`config.mk`:
```
export PLATFORM = sky130hd
export DESIGN_NAME = ff_bank_arb_ctrl
export DESIGN_NICKNAME = d
export VERILOG_FILES = /design/src/rtl/ff_bank_pkg.sv /design/src/rtl/ff_cell_rst_pre_en.sv /design/src/rtl/ff_bank_arb_ctrl.sv
export SDC_FILE = /design/constraint.sdc
export NUM_CORES = 1
export LEC_CHECK = 0
export CORE_MARGIN = 8
export CORE_UTILIZATION = 46
export DETAILED_ROUTE_END_ITERATION = 8
export HOLD_SLACK_MARGIN = 0.1
export PLACE_DENSITY = 0.89
export SLEW_MARGIN = 5
export SYNTH_ARGS = -nofsm -noshare
export SYNTH_HDL_FRONTEND = slang
export SYNTH_HIERARCHICAL = 1
export SYNTH_SLANG_ARGS = --single-unit
```
`constraint.sdc`:
```
create_clock -name clk -period 1.65 [get_ports clk]
set_input_delay 0.33 -clock clk [delete_from_list [all_inputs] [get_ports clk]]
set_output_delay 0.33 -clock clk [all_outputs]
set_load 0.1 [all_outputs]
```
`src/rtl/ff_bank_pkg.sv`:
```
// Shared encodings for the arbitrated flip-flop bank: commands, FSM states and requester ids.
package ff_bank_pkg;

  typedef enum logic [1:0] {
    CMD_LOAD   = 2'b00,
    CMD_CLEAR  = 2'b01,
    CMD_PRESET = 2'b10,
    CMD_NOP    = 2'b11
  } cmd_e;

  typedef enum logic [1:0] {
    StIdle = 2'b00,
    StExec = 2'b01,
    StResp = 2'b10
  } state_e;

  localparam logic REQ_A = 1'b0;
  localparam logic REQ_B = 1'b1;

endpackage

```
`src/rtl/ff_cell_rst_pre_en.sv`:
```
// Single bank bit: synchronous clear, preset and enabled load, in that priority order.
module ff_cell_rst_pre_en (
  input  logic clk_i,
  input  logic clr_i,
  input  logic pre_i,
  input  logic en_i,
  input  logic d_i,
  output logic q_o
);

  logic q_q, q_d;

  always_comb begin
    q_d = q_q;
    if (clr_i) begin
      q_d = 1'b0;
    end else if (pre_i) begin
      q_d = 1'b1;
    end else if (en_i) begin
      q_d = d_i;
    end
  end

  always_ff @(posedge clk_i) begin
    q_q <= q_d;
  end

  assign q_o = q_q;

endmodule

```
`src/rtl/ff_bank_arb_ctrl.sv`:
```
// Two-requester round-robin front end that applies masked LOAD/CLEAR/PRESET/NOP to a register bank.
module ff_bank_arb_ctrl
  import ff_bank_pkg::*;
#(
  parameter int unsigned WIDTH = 8
) (
  input  logic             clk,
  input  logic             reset_in,
  input  logic             a_valid_in,
  output logic             a_ready_out,
  input  logic [1:0]       a_cmd_in,
  input  logic [WIDTH-1:0] a_data_in,
  input  logic [WIDTH-1:0] a_mask_in,
  output logic             a_done_out,
  input  logic             b_valid_in,
  output logic             b_ready_out,
  input  logic [1:0]       b_cmd_in,
  input  logic [WIDTH-1:0] b_data_in,
  input  logic [WIDTH-1:0] b_mask_in,
  output logic             b_done_out,
  output logic [WIDTH-1:0] q_out,
  output logic             busy_out
);

  state_e           state_q, state_d;
  logic             last_q;
  cmd_e             cmd_q;
  logic [WIDTH-1:0] data_q, mask_q;
  logic             id_q;

  logic             grant_a, grant_b, accept;
  logic             exec_load, exec_clear, exec_preset;

  // Round-robin: on a tie the requester not granted last wins.
  assign grant_a = a_valid_in && (!b_valid_in || (last_q == REQ_B));
  assign grant_b = b_valid_in && (!a_valid_in || (last_q == REQ_A));
  assign accept  = a_ready_out || b_ready_out;

  always_ff @(posedge clk) begin
    if (reset_in) begin
      state_q <= StIdle;
    end else begin
      state_q <= state_d;
    end
  end

  always_comb begin
    state_d = state_q;
    unique case (state_q)
      StIdle:  if (accept) state_d = StExec;
      StExec:  state_d = StResp;
      StResp:  state_d = StIdle;
      default: state_d = StIdle;
    endcase
  end

  always_comb begin
    a_ready_out = 1'b0;
    b_ready_out = 1'b0;
    if ((state_q == StIdle) && !reset_in) begin
      a_ready_out = grant_a;
      b_ready_out = grant_b;
    end
    busy_out    = (state_q == StExec) || (state_q == StResp);
    a_done_out  = (state_q == StResp) && (id_q == REQ_A) && !reset_in;
    b_done_out  = (state_q == StResp) && (id_q == REQ_B) && !reset_in;
    exec_load   = (state_q == StExec) && (cmd_q == CMD_LOAD);
    exec_clear  = (state_q == StExec) && (cmd_q == CMD_CLEAR);
    exec_preset = (state_q == StExec) && (cmd_q == CMD_PRESET);
  end

  always_ff @(posedge clk) begin
    if (reset_in) begin
      last_q <= REQ_B;
      cmd_q  <= CMD_NOP;
      data_q <= '0;
      mask_q <= '0;
      id_q   <= REQ_A;
    end else if (accept) begin
      last_q <= b_ready_out ? REQ_B : REQ_A;
      id_q   <= b_ready_out ? REQ_B : REQ_A;
      cmd_q  <= b_ready_out ? cmd_e'(b_cmd_in) : cmd_e'(a_cmd_in);
      data_q <= b_ready_out ? b_data_in : a_data_in;
      mask_q <= b_ready_out ? b_mask_in : a_mask_in;
    end
  end

  for (genvar i = 0; i < int'(WIDTH); i++) begin : g_cell
    ff_cell_rst_pre_en u_cell (
      .clk_i (clk),
      .clr_i (reset_in || (exec_clear && mask_q[i])),
      .pre_i (exec_preset && mask_q[i]),
      .en_i  (exec_load && mask_q[i]),
      .d_i   (data_q[i]),
      .q_o   (q_out[i])
    );
  end

endmodule

```
After elaboration in Yosys (flattened, before gate mapping)
Cells that the tools add are included.

cells by class
  equal/unequal tests = 5
  muxes and demuxes = 24
  bitwise operators = 2
  reduce and logical (&&, ||, !) cells = 59

operators with widths
  kind                                                             count
  1-bit logical AND                                                34
  1-bit two-way mux                                                19
  8-bit two-way mux                                                2
  2-bit nonzero test                                               8
  1-bit logical OR                                                 12
  2-bit by 1-bit == test with 1-bit output, second input constant  2
  2-bit == test, second input constant                             2
  2-bit logical NOT                                                2
  2-bit two-way mux                                                2
  2-bit one-hot mux with 2 select lines                            1
  1-bit logical NOT                                                3
  2-bit != test, second input constant                             1
  1-bit NOT                                                        2

word-level totals
  flip-flop bits (word level) = 30
  bits of input ports = 40
  output and inout port bits = 13

Logic depth before layout (Yosys ltp)
Gate-level depths: netlist (run 1).

  word-level depth = 7
  gate-level depth with buffers = 8

By module
The synthesis (run 1) kept the hierarchy.

by module, submodules not included
  module              times used  cells each  area an instance (um^2)
  ff_bank_arb_ctrl    1           160         1330.0
  ff_cell_rst_pre_en  8           4           38.8

Least setup slack after synthesis (run 1)
Ideal clock, no wire load.

  path kind = input port to output port
  from = in reset_in
  to = out a_done_out
  arrival = 2.860 ns
  setup slack = -1.540 ns
  stages on the path = 3
  path buffers = 2
  cell sequence = buf_6 > clkbuf_1 > nor3b_1

on the way
  cells in the longest elaborated chain, start to end = 2

ends and longest elaborated chain
  element             RTL line                RTL
  start: declaration  ff_bank_arb_ctrl.sv:8   input logic reset_in,
  1-bit logical NOT   ff_bank_arb_ctrl.sv:65  a_done_out = (state_q == StResp) && (id_q == REQ_A) && !reset_in;
  1-bit logical AND   ff_bank_arb_ctrl.sv:65
  end: declaration    ff_bank_arb_ctrl.sv:14  output logic a_done_out,

Every way passes these cells.

Worst setup path after layout (run 1)
  from = reg state_q[1]
  to = out a_ready_out

on the way
  cells in the longest elaborated chain, start to end = 3

ends and longest elaborated chain
  element                   RTL line                RTL
  start: declaration        ff_bank_arb_ctrl.sv:25  state_e state_q, state_d;
  start signal: assignment  ff_bank_arb_ctrl.sv:41  state_q <= StIdle;
  start signal: assignment  ff_bank_arb_ctrl.sv:43  state_q <= state_d;
  2-bit logical NOT         ff_bank_arb_ctrl.sv:60  if ((state_q == StIdle) && !reset_in) begin
  1-bit logical AND         ff_bank_arb_ctrl.sv:60
  1-bit two-way mux         ff_bank_arb_ctrl.sv:60
  end: declaration          ff_bank_arb_ctrl.sv:10  output logic a_ready_out,

Every way passes these cells.

==> results.txt, run 1 <==
The run finished, with violations left. The final reports fail on setup timing. Post-CTS clock slew at the launch and capture registers of the worst setup and hold paths: 90 ps. Counting every net in the synthesized netlist gives 237.

During I/O placement, the number of pins put on the boundary was 53. Area fraction of the dominant cell type after synthesis: 0.366. The most used flip-flop cell after synthesis is sky130_fd_sc_hd__dfxtp_1. The run gives 0.167 as the total routing usage reported by global routing. The worst setup path is launched from a register. The source-to-sink clock delay at the later pin of the worst-skew pair is 320 ps. The fraction of layout instances using a drive strength above 1 works out to 0.256.

The first detailed-routing pass took 4 iterations. The power density over the cells is 905 nW/um^2, and the setup slack of the critical path after layout is -186 ps. Total power for the finished layout comes to 2340 uW. At the end of the flow, the number of nets in the layout was 308. The run gives 0.616 as the normalized max-slew margin.

Global routing finished with a remaining overflow of 0. The run gives 2 as the number of H-tree levels. Routability-driven placement finished with a final weighted congestion of 0.870. The HPWL after detailed placement is 3220 microns. The first global-routing pass estimated 7190 microns of wire.

The tools report the minimum hold slack as 519 ps. The tree built by TritonCTS fans out to 30 sinks. The post-synthesis sequential element count was 30; the total of endpoints with negative setup slack in the final report was 4.

The worst setup path is captured at an output pin. Setup repair after global routing could not meet its margin everywhere. The async set or reset register ratio after synthesis works out to 0. The startpoint identified for the worst register-to-register timing path is state_q[1]$_SDFFE_PP0P_.

The worst hold path begins at data_q[7]$_SDFFE_PP0P_. Clock skew on the completed layout was measured at 4.46 ps. In this run the cell area of the synthesized design comes to 1640 sq um. Relative to the synthesized area, the layout overhead comes to 57.7%. Vertical die dimension: 75.7 microns.

The type of the worst min-delay path is reg2reg. sky130_fd_sc_hd__dfxtp_1 takes more of the synthesized area than any other cell. Traced cell by cell, the critical path runs through inv_2, ha_4, nor2b_4, and3_4, buf_12. The total number of placement rows came out at 21.

The count of different cell masters after synthesis is 29, and the sum of routed wire length over all layers is 4980 microns. The floorplan die area came out at 5730 sq um. Using the TritonRoute via totals, the vias-per-cell ratio works out to 5.34. After detailed routing, the number of remaining DRC violations is 0.

After technology mapping, the gate count stands at 192. Effective utilization at floorplan: 0.484. In this run the register-to-register setup slack is 70 ps. The logs give 0 for the number of diodes added for antenna fixing and 1320 ps for the data required time at the worst endpoint.

The run gives 0 as the initial antenna violation count. The worst endpoint data arrival time was 1510 ps; the final critical-path share of the clock period was 1.11. The critical path in this run is classified as reg2out.

No sink is reached through more buffers than the 2 on the longest clock path. The slew at the pin closest to its max-slew limit is 574 ps, and the total count of hold-check failures in the final report is 0. On the worst path, the slowest cell contributes a delay of 340 ps. After the first detailed-routing iteration, the DRC count stood at 82. In this run the clock root is driven by a sky130_fd_sc_hd__clkbuf_4.

The cell with the biggest individual delay on the critical path is sky130_fd_sc_hd__dfxtp_2. The maximum clock rate came out at 545 MHz. By area the synthesized netlist is led by sky130_fd_sc_hd__dfxtp_1 37%, sky130_fd_sc_hd__nor2_1 8.5%, sky130_fd_sc_hd__nor4_2 6.9%. For the maximum number of pins on one net before global-route repair, the log shows 21.

In this design, the largest share of critical-path delay is due to simple AND/OR/NAND/NOR gates. The die is 75.7 microns wide. The number of cells on the worst reg-to-reg path was 9. The routed layout has 1644 vias. For this design the static power due to leakage is 0.00103 uW.

The logs give 295 for the number of placed cells counting well taps and 0 for the post-cts hold buffer count. The core region is 3390 sq um. The count of nets left with antenna violations once routing finished came out at 0. Core occupancy in the finished layout: 0.763. Yosys synthesis warning count: 6. The number of global-route vias before repair is 1631, and the count of non-filler cells in the finished layout is 308. The critical-path maximum fanout came out at 4. The tool flagged a number of max-cap violations equal to 0.

In the layout the commonest cells are 38 x sky130_fd_sc_hd__clkdlybuf4s50_1, 37 x sky130_fd_sc_hd__nor2_1, 28 x sky130_fd_sc_hd__dfxtp_1, 18 x sky130_fd_sc_hd__buf_4, 17 x sky130_fd_sc_hd__nor3_1. The worst hold path was traced through 2 stages. The number of pins with negative max-slew slack in the final report was 0. For the final routed database, the setup TNS stands at -547 ps. Clock tree synthesis inserted a total of 5 buffers. The tools report the worst-case hold path end point as data_q[7]$_SDFFE_PP0P_.

Dividing the synthesized area by the synthesized cell count gives 8.54 sq um. Yosys mapped a number of flops with a built-in enable equal to 0. The count of buffers added on input and output ports is 52.

The final period demand of the worst path is 1840 ps, and the sequential cell area fraction in the yosys report is 0.366. TritonCTS built the clock tree. Leaving out fill and tap cells, the most frequent cell in the layout is sky130_fd_sc_hd__clkdlybuf4s50_1. The worst ir drop on vdd came out at 0.00106 V. After detailed routing, the average wire length per cell comes to 16.2 microns. The number of buffers and inverters on the critical path is 2. The number of fill cells in the layout was 211. The endpoint identified for the worst register-to-register timing path is data_q[1]$_SDFFE_PP0P_.
cells in the mapped netlist, drive strengths merged (2+ instances only):
library cell / number
nor2: 37
dfxtp: 30
nor3: 17
and2: 16
nor4: 16
a21oi: 12
inv: 10
mux2i: 10
a21o: 8
buf: 7
ha: 5
nand2: 4
clkbuf: 3
o21ai: 3
and3b: 2
nand2b: 2
nor3b: 2
power breakdown:
group	internal, uW	switching, uW	leakage (uW)	total (uW)
sequential	821	80.5	0.000247	901
clock	192	238	0.0000302	430
combinational	478	530	0.000757	1010
total	1490	849	0.00103	2340
worst min-delay path: stages (launching register included):
cell,delay (ps)
sky130_fd_sc_hd__dfxtp_1,320
sky130_fd_sc_hd__nor2_1,120
sky130_fd_sc_hd__nor4_2,40
layer usage:
layer	routed length (microns)	GRT usage	vias to the layer above	share of wire
li1	-	-	795	-
met1	1930	0.178	771	0.39
met2	2480	0.292	64	0.50
met3	374	0.0447	14	0.075
met4	199	0.0917	0	0.040
met5	0	0	-	0
logic make-up (layout without fill, tap and decap cells):
family                     Yosys count  count (layout)  synth area share
muxes                               10              10            0.0610
adders and majority gates            5               5            0.0381
and+or+nand+nor                    101             101             0.361
buffers and inverters               21              91            0.0808
AOI/OAI and AO/OA                   25              25            0.0931
DFF                                 30              30             0.366
worst max path at each step:
stage | to | slack (ps) | cells after the start | startpoint
finish | a_ready_out | -190 | 5 | state_q[1]$_SDFFE_PP0P_
global route | a_ready_out | -200 | 5 | state_q[1]$_SDFFE_PP0P_
CTS | a_ready_out | -120 | 5 | state_q[0]$_SDFFE_PP0P_
detailed placement | mask_q[6]$_SDFFE_PP0P_ | -100 | 6 | a_valid_in
global placement | a_done_out | -60 | 4 | reset_in
floorplan | a_done_out | -190 | 3 | reset_in
layout make-up:
cell class,instances,area (sq um),share of cell area
Multi-Input combinational cell,141,970,0.375
Timing Repair Buffer,74,856,0.331
Sequential cell,30,603,0.233
Clock buffer,6,51.3,0.0198
Inverter,11,48.8,0.0189
Tap cell,46,57.6,0.0223
sequential cells by signal (all words and copies together) (netlist names):
signal             flops
cmd_q                  2
data_q                 8
g_cell.u_cell/q_o      8
id_q                   1
last_q                 1
mask_q                 8
state_q                2
stage by stage:
step | worst slack, ps | area [sq um]
after floorplan | -186 | 1660
after global placement | -62.0 | 2430
after detailed placement | -96.1 | 2430
after CTS | -119 | 2530
after global routing | -199 | 2590
final | -186 | 2590
timing repair:
| item | 4_1_cts | 5_1_grt |
|---|---|---|
| buffers inserted | 5 | 3 |
| setup endpoints to repair | 4 | 18 |
| pin swaps | 3 | 2 |
| resized for setup | 7 | 8 |
No activity file was read; power rests on OpenSTA's default activity.
==> run 2, diff against run 1 <==
--- a/config.mk
+++ b/config.mk
@@ -5,6 +5,7 @@
 export SDC_FILE = /design/constraint.sdc
 export NUM_CORES = 1
 export LEC_CHECK = 0
+export CORE_ASPECT_RATIO = 0.6
 export CORE_MARGIN = 8
 export CORE_UTILIZATION = 46
 export DETAILED_ROUTE_END_ITERATION = 8
==> run 2 against run 1 <==
Effect of this change:
- clock-buffer cell count up 1
- non-clock buffer count up 1
- sequential power up 0.4%
- final cell count up 0.65%
- the run still ends with setup timing left
- via count up 1.7%
- cell area up 2.8%
==> results.txt, run 2 (same netlist as run 1, synthesis figures left out) <==
The run finished, with violations left. The checks that failed: setup timing. For the number of placed cells counting well taps, the log shows 294 (-0.34%). Effective utilization at floorplan: 0.494 (+0.00966). The number of top-level pins was 53 (unchanged); the total overflow reported by the global router was 0 (unchanged). The number of H-tree levels was 2 (unchanged); the area overhead of the layout relative to synthesis was 62.1%. STA classifies the critical path startpoint as a register. The hold path depth is 2 (unchanged), and the number of diodes added for antenna fixing is 0 (unchanged).

The run gives -376 ps (+171 ps) as the accumulated negative setup slack. Quantity of I/O buffers inserted on ports: 52 (unchanged). The startpoint identified for the worst register-to-register timing path is state_q[1]$_SDFFE_PP0P_.

Clock buffer count from CTS: 5 (unchanged). The net count of the finished layout was 309 (+0.32%). The library cells used most frequently in the layout, excluding fill and tap cells, are 38 x sky130_fd_sc_hd__clkdlybuf4s50_1, 36 x sky130_fd_sc_hd__nor2_1, 28 x sky130_fd_sc_hd__dfxtp_1, 19 x sky130_fd_sc_hd__buf_4, 16 x sky130_fd_sc_hd__buf_12. The number of optimization iterations in the first detailed-route pass is 4 (unchanged), and the number of DRC markers after the initial detailed-route iteration is 113 (+38%). The number of global-route vias before repair is 1683 (+3.2%), and the power density over the cells is 960 nW/um^2 (+6.2%).

The critical path buffer and inverter count was 2 (unchanged); the number of maximum-capacitance constraint violations was 0 (unchanged). The delay of the slowest cell on the worst path is 340 ps (about the same). Grouping stages by cell kind, the critical path spends the most delay in simple AND/OR/NAND/NOR gates. The post-CTS clock slew at the launch and capture registers of the worst setup and hold paths works out to 70 ps (-20 ps). The number of nets with antenna violations after routing is 0 (unchanged). By startpoint and endpoint, the worst setup path is classified as reg2out. The maximum number of buffers from clock root to sink was 2 (unchanged); the worst ir drop on vdd was 0.000646 V (-39%).

The number of pins with negative max-slew slack in the final report is 0 (unchanged). The root buffer cell chosen for the clock tree is sky130_fd_sc_hd__clkbuf_8. The setup slack of the critical path after layout was -136 ps (+50.0 ps); the average wire per standard cell was 16.9 microns (+4.6%). The critical-path maximum fanout was 4 (unchanged); the via count was 1672 (+1.7%). The run gives 3320 sq um (-2.0%) as the placeable core region. The logs give 0.799 (-8.1%) for the placer congestion estimate and 1320 ps (about the same) for the data required time at the worst endpoint.

Source-to-sink clock delay at the later pin of the worst-skew pair: 290 ps (-30 ps). The number of fill cells in the layout is 201 (-4.7%), and the maximum number of pins on one net before global-route repair is 20 (-4.8%). The launch point of the critical path is state_q[1]$_SDFFE_PP0P_. The run gives 560 MHz (+2.8%) as the maximum clock rate.

In this run the critical register-to-register path is captured at data_q[0]$_SDFFE_PP0P_. The type of the worst min-delay path is reg2reg. The total routing usage reported by global routing came out at 0.179 (+0.0113). The tools report the sum of routed wire length over all layers as 5240 microns (+5.3%). Walking the worst path, the cells encountered are inv_2, ha_4, nor2b_4, and3_4, buf_12. Internal reg-to-reg setup slack: -10 ps (-80 ps). The core occupancy in the finished layout is 0.800 (+0.0371), and the total of endpoints with negative setup slack in the final report is 5 (+1). For hold timing, the worst endpoint is data_q[6]$_SDFFE_PP0P_. The logs give 0 (unchanged) for the total count of hold-check failures in the final report and 0 (unchanged) for the DRC violations left. The width of the die is 93.1 microns (+23%). The final critical-path share of the clock period came out at 1.08 (-0.0303). The vertical die dimension works out to 62.3 microns (-18%).

The routed via count divided by cell count is 5.39 (+1.0%). The reported leakage power came out at 0.00106 uW (+3.0%). Slew at the pin closest to its max-slew limit: 473 ps (-101 ps). The logs give 0 (unchanged) for the post-cts hold buffer count and 16 (-24%) for the total number of placement rows.

The final clock skew was 6.27 ps (+1.81 ps); the initial antenna violation count was 0 (unchanged). Floorplan die area: 5800 sq um (+1.1%). The normalized max-slew margin is 0.684 (+0.0684), and the global-route wire length before repair is 8300 microns (+15%).

The fraction of layout instances using a drive strength above 1 came out at 0.275 (+0.0197). Leaving out fill and tap cells, the most frequent cell in the layout is sky130_fd_sc_hd__clkdlybuf4s50_1. The worst endpoint data arrival time is 1460 ps (-50 ps). The largest individual stage delay along the critical path comes from the cell sky130_fd_sc_hd__dfxtp_2. The worst hold path begins at data_q[6]$_SDFFE_PP0P_. The final period demand of the worst path works out to 1790 ps (-50.0 ps). The kind of end point of the critical path is an output pin. Setup repair after global routing could not meet its margin everywhere. The number of sinks handled by clock tree synthesis was 30 (unchanged). The number of cells on the worst reg-to-reg path is 9 (unchanged). TritonCTS built the clock tree. The tools report the count of non-filler cells in the finished layout as 310 (+0.65%). The half-perimeter wire length of the detailed placement result came out at 3430 microns (+6.5%).
-- run 2: cell count changes in the layout (fill, tap and decap cells not counted), sizes merged --
cell    previous run  this run
buf               35        36
clkbuf             6         7
clkinv             1         2
-- run 2: timing repair --
| item | CTS | global route |
|---|---|---|
| setup buffers | 7 | 1 |
| pin swaps | 4 | 5 |
| gates resized for setup | 12 | 8 |
| setup endpoints to repair | 8 | 18 |
-- run 2: power by group --
group / internal (uW) / switching (uW)
combinational: 484 / 546
clock: 336 / 282
sequential: 822 / 82.9
-- run 2: area by class of cell --
class                      count  area, sq um  area share
tap                           45         56.3      0.0212
sequential                    30          603       0.227
multi-input combinational    141          987       0.371
inverter                      11         53.8      0.0202
clock buffer                   7         86.3      0.0325
timing repair buffer          75          867       0.326
clock inverter                 1         5.00     0.00188
-- run 2: layer usage --
layer / GRT usage / vias up / wire length (microns)
li1: - / 802 / -
met1: 0.213 / 777 / 2240
met2: 0.283 / 78 / 2490
met3: 0.0624 / 15 / 384
met4: 0.0758 / 0 / 127
met5: 0 / - / 0
-- run 2: worst min-delay path: stages (launching register included) --
cell                      delay [ps]
sky130_fd_sc_hd__dfxtp_1         310
sky130_fd_sc_hd__nor2_1          120
sky130_fd_sc_hd__nor4_2           40
-- run 2: metrics by stage --
stage	instance area (sq um)	power, uW	setup WS (ps)	hold slack, ps
floorplan	1660	1440	-186	466
global placement	2430	1770	-80.9	506
detailed placement	2430	1810	-164	508
CTS	2610	2500	-120	519
global route	2660	2670	-188	528
finish	2660	2550	-136	518
-- run 2: how the worst max path moves through the flow --
stage / end / slack, ps / cells past startpoint
final: a_ready_out / -140 / 5
after global routing: a_ready_out / -190 / 5
after CTS: a_ready_out / -120 / 5
after detailed placement: state_q[1]$_SDFFE_PP0P_ / -160 / 6
after global placement: b_done_out / -80 / 4
after floorplan: a_done_out / -190 / 3
==> run 3, diff against run 2 <==
--- a/config.mk
+++ b/config.mk
@@ -7,10 +7,10 @@
 export LEC_CHECK = 0
 export CORE_ASPECT_RATIO = 0.6
 export CORE_MARGIN = 8
-export CORE_UTILIZATION = 46
+export CORE_UTILIZATION = 41
 export DETAILED_ROUTE_END_ITERATION = 8
 export HOLD_SLACK_MARGIN = 0.1
-export PLACE_DENSITY = 0.89
+export PLACE_DENSITY = 0.84
 export SLEW_MARGIN = 5
 export SYNTH_ARGS = -nofsm -noshare
 export SYNTH_HDL_FRONTEND = slang
==> constraint.sdc (replaced) <==
create_clock -name clk -period 1.6 [get_ports clk]
set_input_delay 0.32 -clock clk [delete_from_list [all_inputs] [get_ports clk]]
set_output_delay 0.32 -clock clk [all_outputs]
set_load 0.1 [all_outputs]
==> run 3 against run 2 <==
Effect of this change:
- die area is 9.5% higher
- highest routed layer unchanged
- critical endpoint unchanged
- sequential share of layout area is 0.32 points lower
- register-to-register slack got worse by 70 ps
- clock skew fell by 4.1 ps
- the run still ends with setup timing left
- worst setup slack got worse by 6.6 ps
- first-iteration DRC count is 17% lower
- via count down 2.0%
- critical path depth stayed put
- total power increased by 3.8%
- largest power group unchanged
- sequential power up 3.4%
- clock power increased by 3%
==> results.txt, run 3 (same netlist as run 1, synthesis figures left out) <==
The logs give 2 (unchanged) for the number of H-tree levels and 7940 microns (-4.3%) for the global-route wire length before repair. The combinational share of power was 0.407 (+0.004); the slew at the pin closest to its max-slew limit was 452 ps (-20.9 ps). The worst path in the final design needs a cycle of 1740 ps, including I/O delays and setup.

The average wire per standard cell came out at 17.4 microns (+3.0%). The worst setup path is captured at an output pin. The number of sinks handled by clock tree synthesis is 30 (unchanged), and the final critical-path share of the clock period is 1.09. Area overhead of the layout relative to synthesis: 64.4%. For the DRC violations left, the log shows 0 (unchanged).

Walking the worst path, the cells encountered are inv_2, ha_4, nor2b_4, and3_4, buf_12. The net count of the finished layout is 307 (-0.65%), and the number of top-level pins is 53 (unchanged). The tools report the number of nets with antenna violations after routing as 0 (unchanged).

The logs give -80 ps (-70 ps) for the internal reg-to-reg setup slack and 94 (-17%) for the number of DRC markers after the initial detailed-route iteration. The type of the worst min-delay path is reg2reg. For the worst endpoint data arrival time, the log shows 1420 ps (-40 ps). The count of non-filler cells in the finished layout was 310 (unchanged). The total routing usage reported by global routing is 0.154 (-0.0244), and the setup slack of the critical path after layout is -142 ps (-6.57 ps). Setup repair after global routing could not meet its margin everywhere. The delay of the slowest cell on the worst path was 330 ps (about the same).

In the layout the commonest cells are 38 x sky130_fd_sc_hd__clkdlybuf4s50_1, 36 x sky130_fd_sc_hd__nor2_1, 28 x sky130_fd_sc_hd__dfxtp_1, 14 x sky130_fd_sc_hd__buf_12, 13 x sky130_fd_sc_hd__buf_4. The tools report the effective utilization at floorplan as 0.438 (-0.0554). The critical-path maximum fanout works out to 4 (unchanged).

The number of pins with negative max-slew slack in the final report is 0 (unchanged), and the data required time at the worst endpoint is 1280 ps (-40 ps). Switching portion of total power: 0.359 (+0.00246). The clock buffer count from CTS is 5 (unchanged), and the width of the die is 97.7 microns (+4.9%).

The number of diodes added for antenna fixing is 0 (unchanged). The total number of placement rows was 17 (+1); the number of global-route vias before repair was 1620 (-3.7%). Static timing analysis puts the maximum clock frequency at 574 MHz.

The run gives 3490 microns (+1.8%) as the half-perimeter wire length of the detailed placement result. The sum of routed wire length over all layers is 5400 microns (+3.0%), and the via count is 1638 (-2.0%). The routed via count divided by cell count works out to 5.28 (-2.0%).

The checks that failed: setup timing. The placeable core region was 3740 sq um (+13%). The number of maximum-capacitance constraint violations is 0 (unchanged), and the vertical die dimension is 65.0 microns (+4.4%). The quantity of I/O buffers inserted on ports came out at 52 (unchanged). The flow ran to the end, but the final reports show violations. The power density over the cells is 983 nW/um^2 (+2.4%), and the clock network power share is 0.239 (-0.003). For the floorplan die area, the log shows 6350 sq um (+9.5%). The run gives 4 (unchanged) as the number of optimization iterations in the first detailed-route pass. For the maximum number of buffers from clock root to sink, the log shows 2 (unchanged).

Total of endpoints with negative setup slack in the final report: 24 (+19). Fraction of layout instances using a drive strength above 1: 0.319 (+0.0439). The tools report the total count of hold-check failures in the final report as 0 (unchanged). The logs give 0.720 (-0.0798) for the core occupancy in the finished layout and 0.698 (+0.0139) for the normalized max-slew margin. The post-CTS clock slew at the launch and capture registers of the worst setup and hold paths is 60 ps (about the same). The critical path in this run is classified as reg2out.

The net switching power of the design was 952 uW (+4.5%). The internal power summed over all cells was 1700 uW (+3.4%); the cell area after layout was 2700 sq um (+1.4%). The tools report the initial antenna violation count as 0 (unchanged). The clock tree root driver cell is sky130_fd_sc_hd__clkbuf_8.

Leading cell type in the layout, fill and taps excluded: sky130_fd_sc_hd__clkdlybuf4s50_1. TritonCTS built the clock tree. The maximum number of pins on one net before global-route repair came out at 31 (+55%).

Launching element type of the critical path: a register. The placer congestion estimate is 0.776 (-2.9%). The largest individual stage delay along the critical path comes from the cell sky130_fd_sc_hd__dfxtp_2. The source-to-sink clock delay at the later pin of the worst-skew pair was 280 ps (about the same); the relative contribution of sequential cells to total power was 0.353 (-0.002).

The worst ir drop on vdd is 0.000551 V (-15%), and the total overflow reported by the global router is 0 (unchanged). The logs give 2400 sq um (-1.2%) for the post-placement cell area and 295 (+0.34%) for the number of placed cells counting well taps. The reported leakage power came out at 0.00108 uW (+1.4%).

The final clock skew was 2.13 ps (-4.13 ps). The post-cts hold buffer count came out at 0 (unchanged).
-- run 3: changes by cell type in the layout (fill, tap and decap cells not counted) --
| cell | delta |
|---|---|
| sky130_fd_sc_hd__and2_4 | +6 |
| sky130_fd_sc_hd__nor3_2 | +7 |
| sky130_fd_sc_hd__nor3_1 | -7 |
| sky130_fd_sc_hd__nor3b_4 | +1 |
| sky130_fd_sc_hd__buf_12 | -2 |
| sky130_fd_sc_hd__buf_8 | -1 |
| sky130_fd_sc_hd__buf_4 | -6 |
| sky130_fd_sc_hd__and2_1 | -6 |
| sky130_fd_sc_hd__buf_6 | +7 |
| sky130_fd_sc_hd__nor3b_2 | -1 |
-- run 3: area by class of cell --
cell class / instances / area [sq um]
clock buffer: 7 / 86.3
clock inverter: 1 / 5.00
fill: 264 / 1050
inverter: 11 / 53.8
multi-input combinational: 141 / 1040
sequential: 30 / 603
tap: 47 / 58.8
timing repair buffer: 73 / 846
-- run 3: per-stage QoR --
stage / total power [uW] / setup TNS (ps) / setup WS (ps) / hold slack [ps]
finish: 2650 / -1050 / -142 / 540
global route: 2770 / -2460 / -187 / 558
CTS: 2530 / -337 / -120 / 523
detailed placement: 1840 / -3200 / -185 / 514
global placement: 1820 / -2550 / -174 / 507
floorplan: 1490 / -150 / -150 / 456
-- run 3: power by group through the flow --
| stage | combinational [uW] | sequential [uW] | clock, uW |
|---|---|---|---|
| finish | 1080 | 936 | 634 |
| global placement | 887 | 929 | 0 |
| floorplan | 542 | 946 | 0 |
| CTS | 967 | 926 | 641 |
| global route | 1140 | 946 | 679 |
| detailed placement | 908 | 935 | 0 |
-- run 3: what timing repair did --
| item | 4_1_cts | 5_1_grt |
|---|---|---|
| setup endpoints to repair | 6 | 29 |
| gates cloned | 0 | 2 |
| setup buffers | 3 | 3 |
| pin swaps | 4 | 10 |
| gates resized for setup | 14 | 27 |
-- run 3: final timing paths --
check / startpoint / endpoint / cells after the start
max: state_q[1]$_SDFFE_PP0P_ / a_ready_out / 5
min: data_q[6]$_SDFFE_PP0P_ / data_q[6]$_SDFFE_PP0P_ / 2
max reg2reg: state_q[1]$_SDFFE_PP0P_ / g_cell[7].u_cell/q_o$_SDFFE_PP0P_ / 9
min reg2reg: data_q[6]$_SDFFE_PP0P_ / data_q[6]$_SDFFE_PP0P_ / 2
-- run 3: routing by layer --
metal / global-route usage / wire length [microns] / vias up
met5: 0 / 0 / -
met4: 0.0469 / 57 / 0
met3: 0.0540 / 451 / 8
met2: 0.257 / 2610 / 74
met1: 0.184 / 2280 / 763
li1: - / - / 793
-- run 3: worst max-delay path, delay by kind of cell (launching register included) --
kind          cells  cell delay, ps
fa+ha+maj         1             140
buf+inv           2             250
flops             1             330
simple gates      2             420
